$ cat config.mk
export PLATFORM = sky130hd
export DESIGN_NAME = dmem_access_unit_flat
export DESIGN_NICKNAME = d
export VERILOG_FILES = /design/src/rtl/dmem_access_unit_if.sv /design/src/rtl/dmem_access_unit.sv /design/src/flat_wrapper.sv
export SDC_FILE = /design/constraint.sdc
export NUM_CORES = 1
export LEC_CHECK = 0
export CORE_ASPECT_RATIO = 0.8
export CORE_UTILIZATION = 44
export DETAILED_ROUTE_END_ITERATION = 10
export PLACE_DENSITY = 0.95
export REMOVE_ABC_BUFFERS = 1
export SLEW_MARGIN = 0
export SYNTH_ARGS = -nofsm -noshare
export SYNTH_HDL_FRONTEND = slang
export SYNTH_SLANG_ARGS = --single-unit
$ cat constraint.sdc
create_clock -name clk -period 3.21 [get_ports clk]
set_clock_uncertainty 0.1 [all_clocks]
set_input_delay 0.642 -clock clk [delete_from_list [all_inputs] [get_ports clk]]
set_output_delay 0.642 -clock clk [all_outputs]
set_load 0.01 [all_outputs]
$ cat src/rtl/dmem_access_unit_if.sv
// ---------------------------------------------------------------------------
// dmem_access_unit_if
// Data-SRAM request/response bus between the EX-stage access unit and the
// data memory.
//
// Handshake: data_req is held high with all request fields constant until a
// cycle in which data_addr_ok=1; that cycle transfers the request. Exactly one
// data_data_ok pulse follows per accepted request (loads and stores), and it
// may arrive in the same cycle as data_addr_ok. data_rdata is valid only in
// the data_data_ok cycle.
//
// Signals
//   data_req      master->slave  request valid
//   data_wr       master->slave  1=store, 0=load
//   data_size     master->slave  0=byte 1=half 2=word
//   data_addr     master->slave  full byte address
//   data_wstrb    master->slave  byte strobes (0000 for loads)
//   data_wdata    master->slave  lane-replicated store data
//   data_addr_ok  slave->master  request accepted this cycle
//   data_data_ok  slave->master  response this cycle
//   data_rdata    slave->master  load data
// ---------------------------------------------------------------------------
interface dmem_access_unit_if #(
  parameter int ADDR_W = 32
) ();
  logic              data_req;
  logic              data_wr;
  logic [1:0]        data_size;
  logic [ADDR_W-1:0] data_addr;
  logic [3:0]        data_wstrb;
  logic [31:0]       data_wdata;
  logic              data_addr_ok;
  logic              data_data_ok;
  logic [31:0]       data_rdata;

  modport master (
    output data_req, data_wr, data_size, data_addr, data_wstrb, data_wdata,
    input  data_addr_ok, data_data_ok, data_rdata
  );

  modport slave (
    input  data_req, data_wr, data_size, data_addr, data_wstrb, data_wdata,
    output data_addr_ok, data_data_ok, data_rdata
  );
endinterface

$ cat src/rtl/dmem_access_unit.sv
// ---------------------------------------------------------------------------
// dmem_access_unit
// Issues EX-stage loads/stores to the data SRAM, aligns store data/strobes,
// stalls the pipeline while an access is outstanding and holds the raw load
// word until the EX->MEM register latches it (MEM does byte/half extraction).
//
// Optional feature macro: DMEM_ALIGN_CHECK_EN
//   defined   : misaligned half/word accesses are not issued; addr_exc flags
//               them combinationally while EX holds the op.
//   undefined : addr_exc tied 0; low address bits are cleared for half/word
//               and the access proceeds.
//
// Ports
//   clk        clock, rising edge
//   rst        asynchronous active-low reset
//   ex_valid   EX holds a valid instruction (stable while stallreq=1)
//   ex_mem_op  one-hot {lb,lbu,lh,lhu,lw,sb,sh,sw}; zero = no memory op
//   ex_addr    effective address
//   ex_wdata   store source value
//   pipe_adv   EX->MEM register latches this cycle
//   flush      kill the current EX instruction
//   bus        data-SRAM bus (master side)
//   stallreq   stall request to the stall controller
//   ld_rdata   captured raw load word
//   ld_valid   ld_rdata valid (state DONE)
//   addr_exc   misaligned access flag
//   dbg_state  current FSM state (IDLE=0 REQ=1 WAIT=2 DONE=3 DRAIN=4)
// ---------------------------------------------------------------------------
module dmem_access_unit #(
  parameter int ADDR_W = 32
) (
  input  logic              clk,
  input  logic              rst,
  input  logic              ex_valid,
  input  logic [7:0]        ex_mem_op,
  input  logic [ADDR_W-1:0] ex_addr,
  input  logic [31:0]       ex_wdata,
  input  logic              pipe_adv,
  input  logic              flush,
  dmem_access_unit_if.master bus,
  output logic              stallreq,
  output logic [31:0]       ld_rdata,
  output logic              ld_valid,
  output logic              addr_exc,
  output logic [2:0]        dbg_state
);

  typedef enum logic [2:0] {
    IDLE  = 3'd0,
    REQ   = 3'd1,
    WAIT  = 3'd2,
    DONE  = 3'd3,
    DRAIN = 3'd4
  } state_t;

  state_t state, state_n;

  // ------------------------------------------------------------------
  // Op decode of the one-hot {lb,lbu,lh,lhu,lw,sb,sh,sw} vector
  // ------------------------------------------------------------------
  logic op_any, op_byte, op_half, op_word, op_store;

  assign op_any   = |ex_mem_op;
  assign op_byte  = ex_mem_op[7] | ex_mem_op[6] | ex_mem_op[2];
  assign op_half  = ex_mem_op[5] | ex_mem_op[4] | ex_mem_op[1];
  assign op_word  = ex_mem_op[3] | ex_mem_op[0];
  assign op_store = ex_mem_op[2] | ex_mem_op[1] | ex_mem_op[0];

  // ------------------------------------------------------------------
  // Alignment handling
  // ------------------------------------------------------------------
  logic              exc;
  logic [ADDR_W-1:0] acc_addr;

`ifdef DMEM_ALIGN_CHECK_EN
  logic misaligned;
  assign misaligned = (op_half & ex_addr[0]) |
                      (op_word & (ex_addr[1:0] != 2'b00));
  assign exc        = misaligned;
  assign acc_addr   = ex_addr;
`else
  assign exc = 1'b0;
  // Clear the sub-width address bits so the bus always sees an aligned address.
  always_comb begin
    acc_addr = ex_addr;
    if (op_half) acc_addr[0]   = 1'b0;
    if (op_word) acc_addr[1:0] = 2'b00;
  end
`endif

  // Accept is gated by rst so stallreq stays low while reset is asserted.
  logic accept;
  assign accept = rst & (state == IDLE) & ex_valid & op_any & ~flush & ~exc;

  // ------------------------------------------------------------------
  // Store data / strobe alignment (computed on the EX inputs, latched on accept)
  // ------------------------------------------------------------------
  logic [1:0]  acc_size;
  logic [3:0]  acc_wstrb;
  logic [31:0] acc_wdata;

  always_comb begin
    acc_size  = 2'd2;
    acc_wstrb = 4'b0000;
    acc_wdata = 32'h0;
    if (op_byte) begin
      acc_size = 2'd0;
      if (op_store) begin
        acc_wstrb = 4'b0001 << ex_addr[1:0];
        acc_wdata = {4{ex_wdata[7:0]}};
      end
    end else if (op_half) begin
      acc_size = 2'd1;
      if (op_store) begin
        acc_wstrb = ex_addr[1] ? 4'b1100 : 4'b0011;
        acc_wdata = {2{ex_wdata[15:0]}};
      end
    end else begin
      acc_size = 2'd2;
      if (op_store) begin
        acc_wstrb = 4'b1111;
        acc_wdata = ex_wdata;
      end
    end
  end

  // ------------------------------------------------------------------
  // FSM: state register
  // ------------------------------------------------------------------
  always_ff @(posedge clk or negedge rst) begin
    if (!rst) state <= IDLE;
    else      state <= state_n;
  end

  // ------------------------------------------------------------------
  // FSM: next state
  // A flush after the bus has taken the request cannot cancel it, so the
  // response is drained; a flush coinciding with the response just drops it.
  // ------------------------------------------------------------------
  always_comb begin
    state_n = state;
    case (state)
      IDLE: begin
        if (accept) state_n = REQ;
      end
      REQ: begin
        if (bus.data_addr_ok) begin
          if (bus.data_data_ok) state_n = flush ? IDLE  : DONE;
          else                  state_n = flush ? DRAIN : WAIT;
        end else if (flush) begin
          state_n = IDLE;
        end
      end
      WAIT: begin
        if (bus.data_data_ok) state_n = flush ? IDLE : DONE;
        else if (flush)       state_n = DRAIN;
      end
      DRAIN: begin
        if (bus.data_data_ok) state_n = IDLE;
      end
      DONE: begin
        if (pipe_adv | flush) state_n = IDLE;
      end
      default: state_n = IDLE;
    endcase
  end

  // ------------------------------------------------------------------
  // FSM: outputs
  // ------------------------------------------------------------------
  logic is_load_q;
  logic ld_capture;

  always_comb begin
    bus.data_req = (state == REQ);
    stallreq     = (state == REQ) | (state == WAIT) | (state == DRAIN) | accept;
    ld_valid     = (state == DONE);
    addr_exc     = rst & (state == IDLE) & ex_valid & exc;
    // Capture only a response that leads to DONE for a load.
    ld_capture   = is_load_q & bus.data_data_ok & ~flush &
                   (((state == REQ) & bus.data_addr_ok) | (state == WAIT));
  end

  assign dbg_state = state;

  // ------------------------------------------------------------------
  // Datapath registers: request fields stay constant from accept to DONE.
  // ------------------------------------------------------------------
  logic              wr_q;
  logic [1:0]        size_q;
  logic [ADDR_W-1:0] addr_q;
  logic [3:0]        wstrb_q;
  logic [31:0]       wdata_q;
  logic [31:0]       ld_rdata_q;

  always_ff @(posedge clk or negedge rst) begin
    if (!rst) begin
      wr_q      <= 1'b0;
      size_q    <= 2'd0;
      addr_q    <= '0;
      wstrb_q   <= 4'b0000;
      wdata_q   <= 32'h0;
      is_load_q <= 1'b0;
    end else if (accept) begin
      wr_q      <= op_store;
      size_q    <= acc_size;
      addr_q    <= acc_addr;
      wstrb_q   <= acc_wstrb;
      wdata_q   <= acc_wdata;
      is_load_q <= ~op_store;
    end
  end

  always_ff @(posedge clk or negedge rst) begin
    if (!rst)            ld_rdata_q <= 32'h0;
    else if (ld_capture) ld_rdata_q <= bus.data_rdata;
  end

  assign bus.data_wr    = wr_q;
  assign bus.data_size  = size_q;
  assign bus.data_addr  = addr_q;
  assign bus.data_wstrb = wstrb_q;
  assign bus.data_wdata = wdata_q;
  assign ld_rdata       = ld_rdata_q;

endmodule

$ cat src/flat_wrapper.sv
// flat-port wrapper written by rule: the top's interface ports become plain ports
module dmem_access_unit_flat 
#(
  parameter int ADDR_W = 32
)
  (clk, rst, ex_valid, ex_mem_op, ex_addr, ex_wdata, pipe_adv, flush, stallreq, ld_rdata, ld_valid, addr_exc, dbg_state, bus_data_req, bus_data_wr, bus_data_size, bus_data_addr, bus_data_wstrb, bus_data_wdata, bus_data_addr_ok, bus_data_data_ok, bus_data_rdata);
  dmem_access_unit_if #(.ADDR_W(ADDR_W)) bus_i ();
  input  logic clk;
  input  logic rst;
  input  logic ex_valid;
  input  logic [7:0] ex_mem_op;
  input  logic [ADDR_W-1:0] ex_addr;
  input  logic [31:0] ex_wdata;
  input  logic pipe_adv;
  input  logic flush;
  output logic stallreq;
  output logic [31:0] ld_rdata;
  output logic ld_valid;
  output logic addr_exc;
  output logic [2:0] dbg_state;
  output wire logic [$bits(bus_i.data_req)-1:0] bus_data_req;
  output wire logic [$bits(bus_i.data_wr)-1:0] bus_data_wr;
  output wire logic [$bits(bus_i.data_size)-1:0] bus_data_size;
  output wire logic [$bits(bus_i.data_addr)-1:0] bus_data_addr;
  output wire logic [$bits(bus_i.data_wstrb)-1:0] bus_data_wstrb;
  output wire logic [$bits(bus_i.data_wdata)-1:0] bus_data_wdata;
  input wire logic [$bits(bus_i.data_addr_ok)-1:0] bus_data_addr_ok;
  input wire logic [$bits(bus_i.data_data_ok)-1:0] bus_data_data_ok;
  input wire logic [$bits(bus_i.data_rdata)-1:0] bus_data_rdata;
  assign bus_data_req = bus_i.data_req;
  assign bus_data_wr = bus_i.data_wr;
  assign bus_data_size = bus_i.data_size;
  assign bus_data_addr = bus_i.data_addr;
  assign bus_data_wstrb = bus_i.data_wstrb;
  assign bus_data_wdata = bus_i.data_wdata;
  assign bus_i.data_addr_ok = bus_data_addr_ok;
  assign bus_i.data_data_ok = bus_data_data_ok;
  assign bus_i.data_rdata = bus_data_rdata;
  dmem_access_unit #(.ADDR_W(ADDR_W)) u_core (.clk(clk), .rst(rst), .ex_valid(ex_valid), .ex_mem_op(ex_mem_op), .ex_addr(ex_addr), .ex_wdata(ex_wdata), .pipe_adv(pipe_adv), .flush(flush), .bus(bus_i), .stallreq(stallreq), .ld_rdata(ld_rdata), .ld_valid(ld_valid), .addr_exc(addr_exc), .dbg_state(dbg_state));
endmodule
==> flow_metrics.py, run 1 <==
metrics = {
    "outcome": {
        "status": "completed",
    },
    "critical_path": {
        "cpPeakStageDelay_ns": 0.48,
        "crit_type": "input pin to output port",
        "cp_max_fo": 3,
        "cpMaxStageDelayCell": "clkdlybuf4s50_1",
        "endpoint_kind": "output port",
        "path_cells": "clkdlybuf4s50_1 -> nor3_4 -> and3_4 -> nor2_4 -> or3_1 -> dlygate4sd2_1",
        "startpoint_type": "input pin",
        "r2r_cells": 5,
        "worstReg2RegStart": "u_core.dbg_state[2]$_DFFE_PN0P_",
        "worstPathArrival_ns": 2.26,
        "reg2reg_slack_ns": 1.05,
        "required_ns": 2.47,
        "r2r_end": "u_core.bus.data_addr[27]$_DFFE_PN0P_",
    },
    "sta": {
        "timing.final.crit_share": 0.935,
        "finalSetupViolCount": 0,
        "finalCriticalPeriod_ns": 3.00,
        "worstMarginPinSlew_ns": 0.749,
        "fmax_mhz": 333,
        "max_slew_margin": 0.501,
        "maxSlewViolCount": 0,
        "rsz0062_at_grt": "no",
        "hold_viol_final": 0,
    },
    "die": {
        "initial_core_util": 0.465,
        "core_area_sq_mm": 0.00989,
        "num_io_pins": 221,
        "fp.dieW_um": 116,
        "die_h_um": 93.4,
        "dieArea_sq_mm": 0.0109,
        "rows": 32,
    },
    "detailed_routing": {
        "wl_per_cell_um": 18.7,
        "drt_pre_antenna_iters": 4,
        "vias": 3836,
        "drc": 0,
        "drtIter0Drc": 357,
        "antenna_left": 0,
        "drt_wl_total_mm": 13.4,
        "vias_per_cell": 5.35,
    },
    "cts": {
        "cts_tree": "done",
        "cts_buffers": 9,
        "cts_root_buffer": "clkbuf_16",
        "ctsHoldBuffers": 0,
        "htree_levels": 3,
        "clk_latency_ns": 0.34,
        "clockBufferDepth": 2,
        "post_cts_resized": 2,
        "cts_setup_buffers": 0,
        "numClockSinks": 107,
        "clk_pin_slew_worst_paths_ns": 0.07,
    },
    "synth": {
        "synth_seq_cells": 107,
        "syn_area_sq_mm": 0.00460,
        "synth.most_common_cell": "dfrtp_1",
        "synth.area.top_cells": "dfrtp_1 (58%), mux2_2 (17%), mux2i_1 (5.2%)",
        "synth_common_cells": "dfrtp_1 (107), mux2_2 (68), o21ai_0 (40)",
        "yosysWarnings": 0,
        "synth_cells": 357,
        "yosysUniqueCellTypes": 40,
        "yosys.area.top_type_share": 0.582,
        "synth_edf_count": 0,
        "synth_flop_cell": "dfrtp_1",
        "ys_seq_area_frac": 0.582,
        "yosys.area.top_type": "dfrtp_1",
        "ys_async_sr_fraction": 1.00,
        "avgSynthCellArea_sq_um": 12.9,
    },
    "final_layout": {
        "layout.nets": 687,
        "fillCellCount": 662,
        "drive_above_1_share": 0.182,
        "finalInstanceArea_sq_mm": 0.00733,
        "area_delta_synth_final_pct": 59.4,
        "num_antenna_cells": 0,
    },
    "global_route": {
        "antenna_found_initial": 0,
        "grt_max_degree": 62,
        "overflow": 0,
        "grt_pass1_vias": 4201,
        "grtUsageTotal": 0.257,
        "grt_pass1_wl_mm": 21.0,
    },
    "placement": {
        "portBuffers": 219,
        "placed_area_sq_mm": 0.00695,
        "place.gp.congestion": 0.878,
        "hpwl_mm": 10.0,
    },
    "pwr": {
        "combPwrFrac": 0.290,
        "switchingPower_mw": 1.12,
        "swShare": 0.253,
        "power_mw": 4.42,
        "intPower_mw": 3.30,
        "p_leak_nw": 3.20,
        "p_seq_frac": 0.402,
        "ir_worst_vdd_v": 0.000491,
        "clockPowerShare": 0.308,
        "p_per_area_mw_per_mm2": 604,
    },
    "min_path": {
        "min_path_type": "input pin to asynchronous set/reset pin",
    },
    "flow_run": {
        "maxCapViolCount": 0,
    },
}
[sequential cells by signal (all words and copies together) (netlist names)]
name and cells:
u_core.bus.data_addr 32, u_core.bus.data_wdata 32, u_core.ld_rdata 32, u_core.bus.data_wstrb 4, u_core.dbg_state 3, u_core.bus.data_size 2, u_core.bus.data_wr 1, u_core.is_load_q 1
[cells by family (layout without fill, tap and decap cells)]
kind of cell / count (synthesis) / count (layout) / share of synthesized area
flops: 107 / 107 / 0.582
mux: 94 / 94 / 0.224
compound gates: 83 / 83 / 0.109
simple gates: 45 / 45 / 0.0534
buf+inv: 26 / 250 / 0.0286
other cells: 1 / 1 / 0.000816
xor+xnor: 1 / 1 / 0.00191
[through the flow]
stage / hold slack (ns) / setup slack (ns) / util / TNS, ns / cells
3_5_place_dp: 0.375 / -0.0334 / 0.703 / -0.0334 / 701
2_1_floorplan: 0.246 / -0.342 / - / -0.342 / 333
3_3_place_gp: 0.360 / 0.0412 / 0.703 / 0 / 701
5_1_grt: 0.355 / 0.150 / 0.741 / 0 / 717
6_report: 0.307 / 0.207 / 0.741 / 0 / 717
4_1_cts: 0.332 / 0.202 / 0.741 / 0 / 717
[worst max-delay path, delay by kind of cell]
| kind | cells | cell delay, ns |
|---|---|---|
| buffers and inverters | 2 | 0.78 |
| and+or+nand+nor | 4 | 0.84 |
[cell type report]
| class | instances | area, sq um | share of cell area |
|---|---|---|---|
| clock inverters | 4 | 120 | 0.0164 |
| flip-flops and latches | 107 | 2680 | 0.365 |
| repair buffers | 232 | 2300 | 0.314 |
| multi-input cells | 224 | 1800 | 0.245 |
| clock buffers | 12 | 256 | 0.0350 |
| inverters | 2 | 7.51 | 0.00102 |
| well taps | 136 | 170 | 0.0232 |
[layout by cell type, fill, tap and decap left out, types with 9 or more instances in the layout]
cell type / instances
clkdlybuf4s50_1: 217
mux2i_1: 24
a21oi_1: 13
nand2_1: 13
o21ai_0: 40
buf_4: 13
o2bb2ai_1: 9
mux2_2: 68
clkbuf_16: 9
dfrtp_1: 107
[how the worst max path moves through the flow]
| stage | from | end | cells after the start |
|---|---|---|---|
| 3_5_place_dp | ex_mem_op[1] | stallreq | 6 |
| 6_report | ex_mem_op[1] | stallreq | 6 |
| 5_1_grt | ex_mem_op[1] | stallreq | 6 |
| 2_1_floorplan | ex_mem_op[2] | stallreq | 4 |
| 4_1_cts | ex_mem_op[1] | stallreq | 6 |
| 3_3_place_gp | ex_mem_op[1] | stallreq | 6 |
[layer usage]
metal / part of all wire / routed length, um / GRT usage
met2: 0.50 / 6740 / 0.447
met1: 0.38 / 5140 / 0.285
met4: 0.023 / 312 / 0.0994
met5: 0 / 0 / 0
met3: 0.089 / 1190 / 0.0933
[power groups by stage]
stage / combinational (mW) / clock, mW / sequential [mW]
after global routing: 1.37 / 1.44 / 1.81
after floorplan: 0.308 / 0 / 1.91
after CTS: 1.30 / 1.39 / 1.78
after global placement: 1.26 / 0 / 1.78
after detailed placement: 1.29 / 0 / 1.80
final: 1.28 / 1.36 / 1.78
No activity file was read; power rests on OpenSTA's default activity.
==> run 2, diff against run 1 <==
Settings changed: CORE_MARGIN set to 3, CORE_UTILIZATION 44 to 41, PLACE_DENSITY 0.95 to 0.9.
Clock period 3.21 ns to 2.94 ns, I/O delays scaled along.
==> run 2 against run 1 <==
Against the previous run: hold slack got worse by 0.086 ns; clock power decreased by 13%; sequential power increased by 8%; non-clock buffer count increased by 4; die area increased by 15%; largest cell class unchanged; sequential share of layout area increased by 0.26 points; setup slack got worse by 0.13 ns; via count decreased by 1.2%; global-route usage decreased by 3.7 points.
==> flow_metrics.py, run 2 (synthesized netlist as in run 1, its figures left out) <==
metrics = {
    "die": {
        "fp.dieW_um": 124,
        "dieArea_sq_mm": 0.0125,
        "rows": 33,
        "die_h_um": 101,
        "initial_core_util": 0.435,
        "num_io_pins": 221,
        "core_area_sq_mm": 0.0106,
    },
    "final_layout": {
        "num_antenna_cells": 0,
        "layout.cells.non_filler": 725,
        "layout_common_cells": "clkdlybuf4s50_1 (217), dfrtp_1 (107), mux2_2 (68), o21ai_0 (40), mux2i_1 (24)",
        "final_common_cell": "clkdlybuf4s50_1",
        "multi_input_area_sq_mm": 0.00180,
        "final_util": 0.688,
        "drive_above_1_share": 0.188,
        "fillCellCount": 777,
        "final-seq-area_sq_mm": 0.00268,
        "area_delta_synth_final_pct": 58.3,
        "layout.nets": 691,
    },
    "critical_path": {
        "endpoint": "stallreq",
        "endpoint_kind": "output port",
        "reg2reg_slack_ns": 0.75,
        "worstPathArrival_ns": 2.17,
        "path_cells": "clkdlybuf4s50_1 -> nor3_4 -> and3_4 -> nor2_4 -> or3_1 -> dlygate4sd2_1",
        "cpMaxStageDelayCell": "clkdlybuf4s50_1",
        "r2r_end": "u_core.bus.data_addr[17]$_DFFE_PN0P_",
        "path_delay_family": "simple AND/OR/NAND/NOR gates",
        "cpPeakStageDelay_ns": 0.46,
        "startpoint_type": "input pin",
        "crit_cells": 6,
        "r2r_cells": 5,
        "crit_type": "input pin to output port",
        "worstReg2RegStart": "u_core.dbg_state[2]$_DFFE_PN0P_",
        "cp_num_buf_inv": 2,
        "crit_start": "ex_mem_op[1]",
        "required_ns": 2.25,
        "cp_max_fo": 2,
    },
    "cts": {
        "clk_latency_ns": 0.34,
        "cts_setup_buffers": 0,
        "clockBufferDepth": 2,
        "htree_levels": 3,
        "numClockSinks": 107,
        "cts_root_buffer": "clkbuf_16",
        "cts_tree": "done",
        "clk_pin_slew_worst_paths_ns": 0.07,
        "cts_buffers": 9,
    },
    "placement": {
        "dpl.cell_count": 709,
        "portBuffers": 219,
        "place.gp.congestion": 0.875,
        "dp_slack_ns": -0.149,
        "hpwl_mm": 10.2,
    },
    "detailed_routing": {
        "drt_pre_antenna_iters": 4,
        "antenna_left": 0,
        "vias": 3791,
        "drtIter0Drc": 321,
        "drt_wl_total_mm": 13.4,
        "drc": 0,
        "wl_per_cell_um": 18.5,
        "vias_per_cell": 5.23,
    },
    "min_path": {
        "min_path_type": "input pin to asynchronous set/reset pin",
    },
    "flow_run": {
        "maxCapViolCount": 0,
    },
    "sta": {
        "tns_ns": 0,
        "worstMarginPinSlew_ns": 0.857,
        "rsz0062_at_grt": "no",
        "fmax_mhz": 349,
        "timing.final.crit_share": 0.973,
        "maxSlewViolCount": 0,
        "hold_viol_final": 0,
        "setup_ws_ns": 0.0782,
        "max_slew_margin": 0.429,
        "finalSetupViolCount": 0,
        "finalCriticalPeriod_ns": 2.86,
    },
    "global_route": {
        "grtUsageTotal": 0.220,
        "grt_pass1_wl_mm": 22.0,
        "overflow": 0,
        "antenna_found_initial": 0,
        "grt_max_degree": 70,
        "grt_pass1_vias": 4190,
    },
    "pwr": {
        "ir_worst_vdd_v": 0.000440,
        "p_per_area_mw_per_mm2": 622,
        "p_leak_nw": 3.17,
    },
    "outcome": {
        "status": "completed",
    },
}
-- run 2: cell types whose count changed in the layout (fill, tap and decap cells not counted) --
cell	delta
buf_4	+5
clkinv_2	+1
clkinvlp_4	+2
buf_12	-1
clkbuf_8	-1
nor3_2	+1
bufinv_16	-3
nor3_1	-1
clkbuf_1	+1
-- run 2: report_power, final --
group          switching, mW  leakage (nW)  internal, mW  total, mW
clock network          0.510         0.139         0.683       1.19
logic                  0.531          1.67         0.871       1.40
registers              0.159          1.37          1.77       1.93
total                   1.20          3.17          3.33       4.53
-- run 2: final cells by class --
class,instances,share of cell area
well taps,140,0.0241
inverters,2,0.00103
flip-flops and latches,107,0.368
clock inverters,4,0.00688
multi-input cells,224,0.248
repair buffers,236,0.318
clock buffers,12,0.0339
-- run 2: worst min path at each step --
| stage | startpoint | slack, ns | to | depth (start not counted) |
|---|---|---|---|---|
| global placement | u_core.bus.data_size[0]$_DFFE_PN0P_ | 0.36 | u_core.bus.data_size[0]$_DFFE_PN0P_ | 1 |
| floorplan | rst | 0.19 | u_core.bus.data_addr[0]$_DFFE_PN0P_ | 0 |
| detailed placement | u_core.bus.data_wdata[17]$_DFFE_PN0P_ | 0.37 | u_core.bus.data_wdata[17]$_DFFE_PN0P_ | 1 |
| CTS | rst | 0.23 | u_core.dbg_state[2]$_DFFE_PN0P_ | 2 |
| finish | rst | 0.22 | u_core.dbg_state[2]$_DFFE_PN0P_ | 2 |
| global route | rst | 0.25 | u_core.dbg_state[2]$_DFFE_PN0P_ | 2 |
-- run 2: per-stage QoR --
stage	hold slack (ns)	total power [mW]	instance area (sq um)
floorplan	0.192	2.42	4470
global placement	0.364	3.32	6980
detailed placement	0.373	3.37	6980
CTS	0.225	4.58	7280
global route	0.252	4.77	7280
finish	0.221	4.53	7280
-- run 2: what timing repair did --
action	in CTS	in global routing
resized for setup	2	0
hold buffers	0	0
setup endpoints to repair	1	0
-- run 2: per-layer routing --
layer,vias to the layer above,global-route usage,share of wire
met5,-,0,0
met4,0,0.0564,0.014
met3,14,0.0927,0.10
met2,187,0.386,0.50
met1,1843,0.252,0.38
li1,1747,-,-
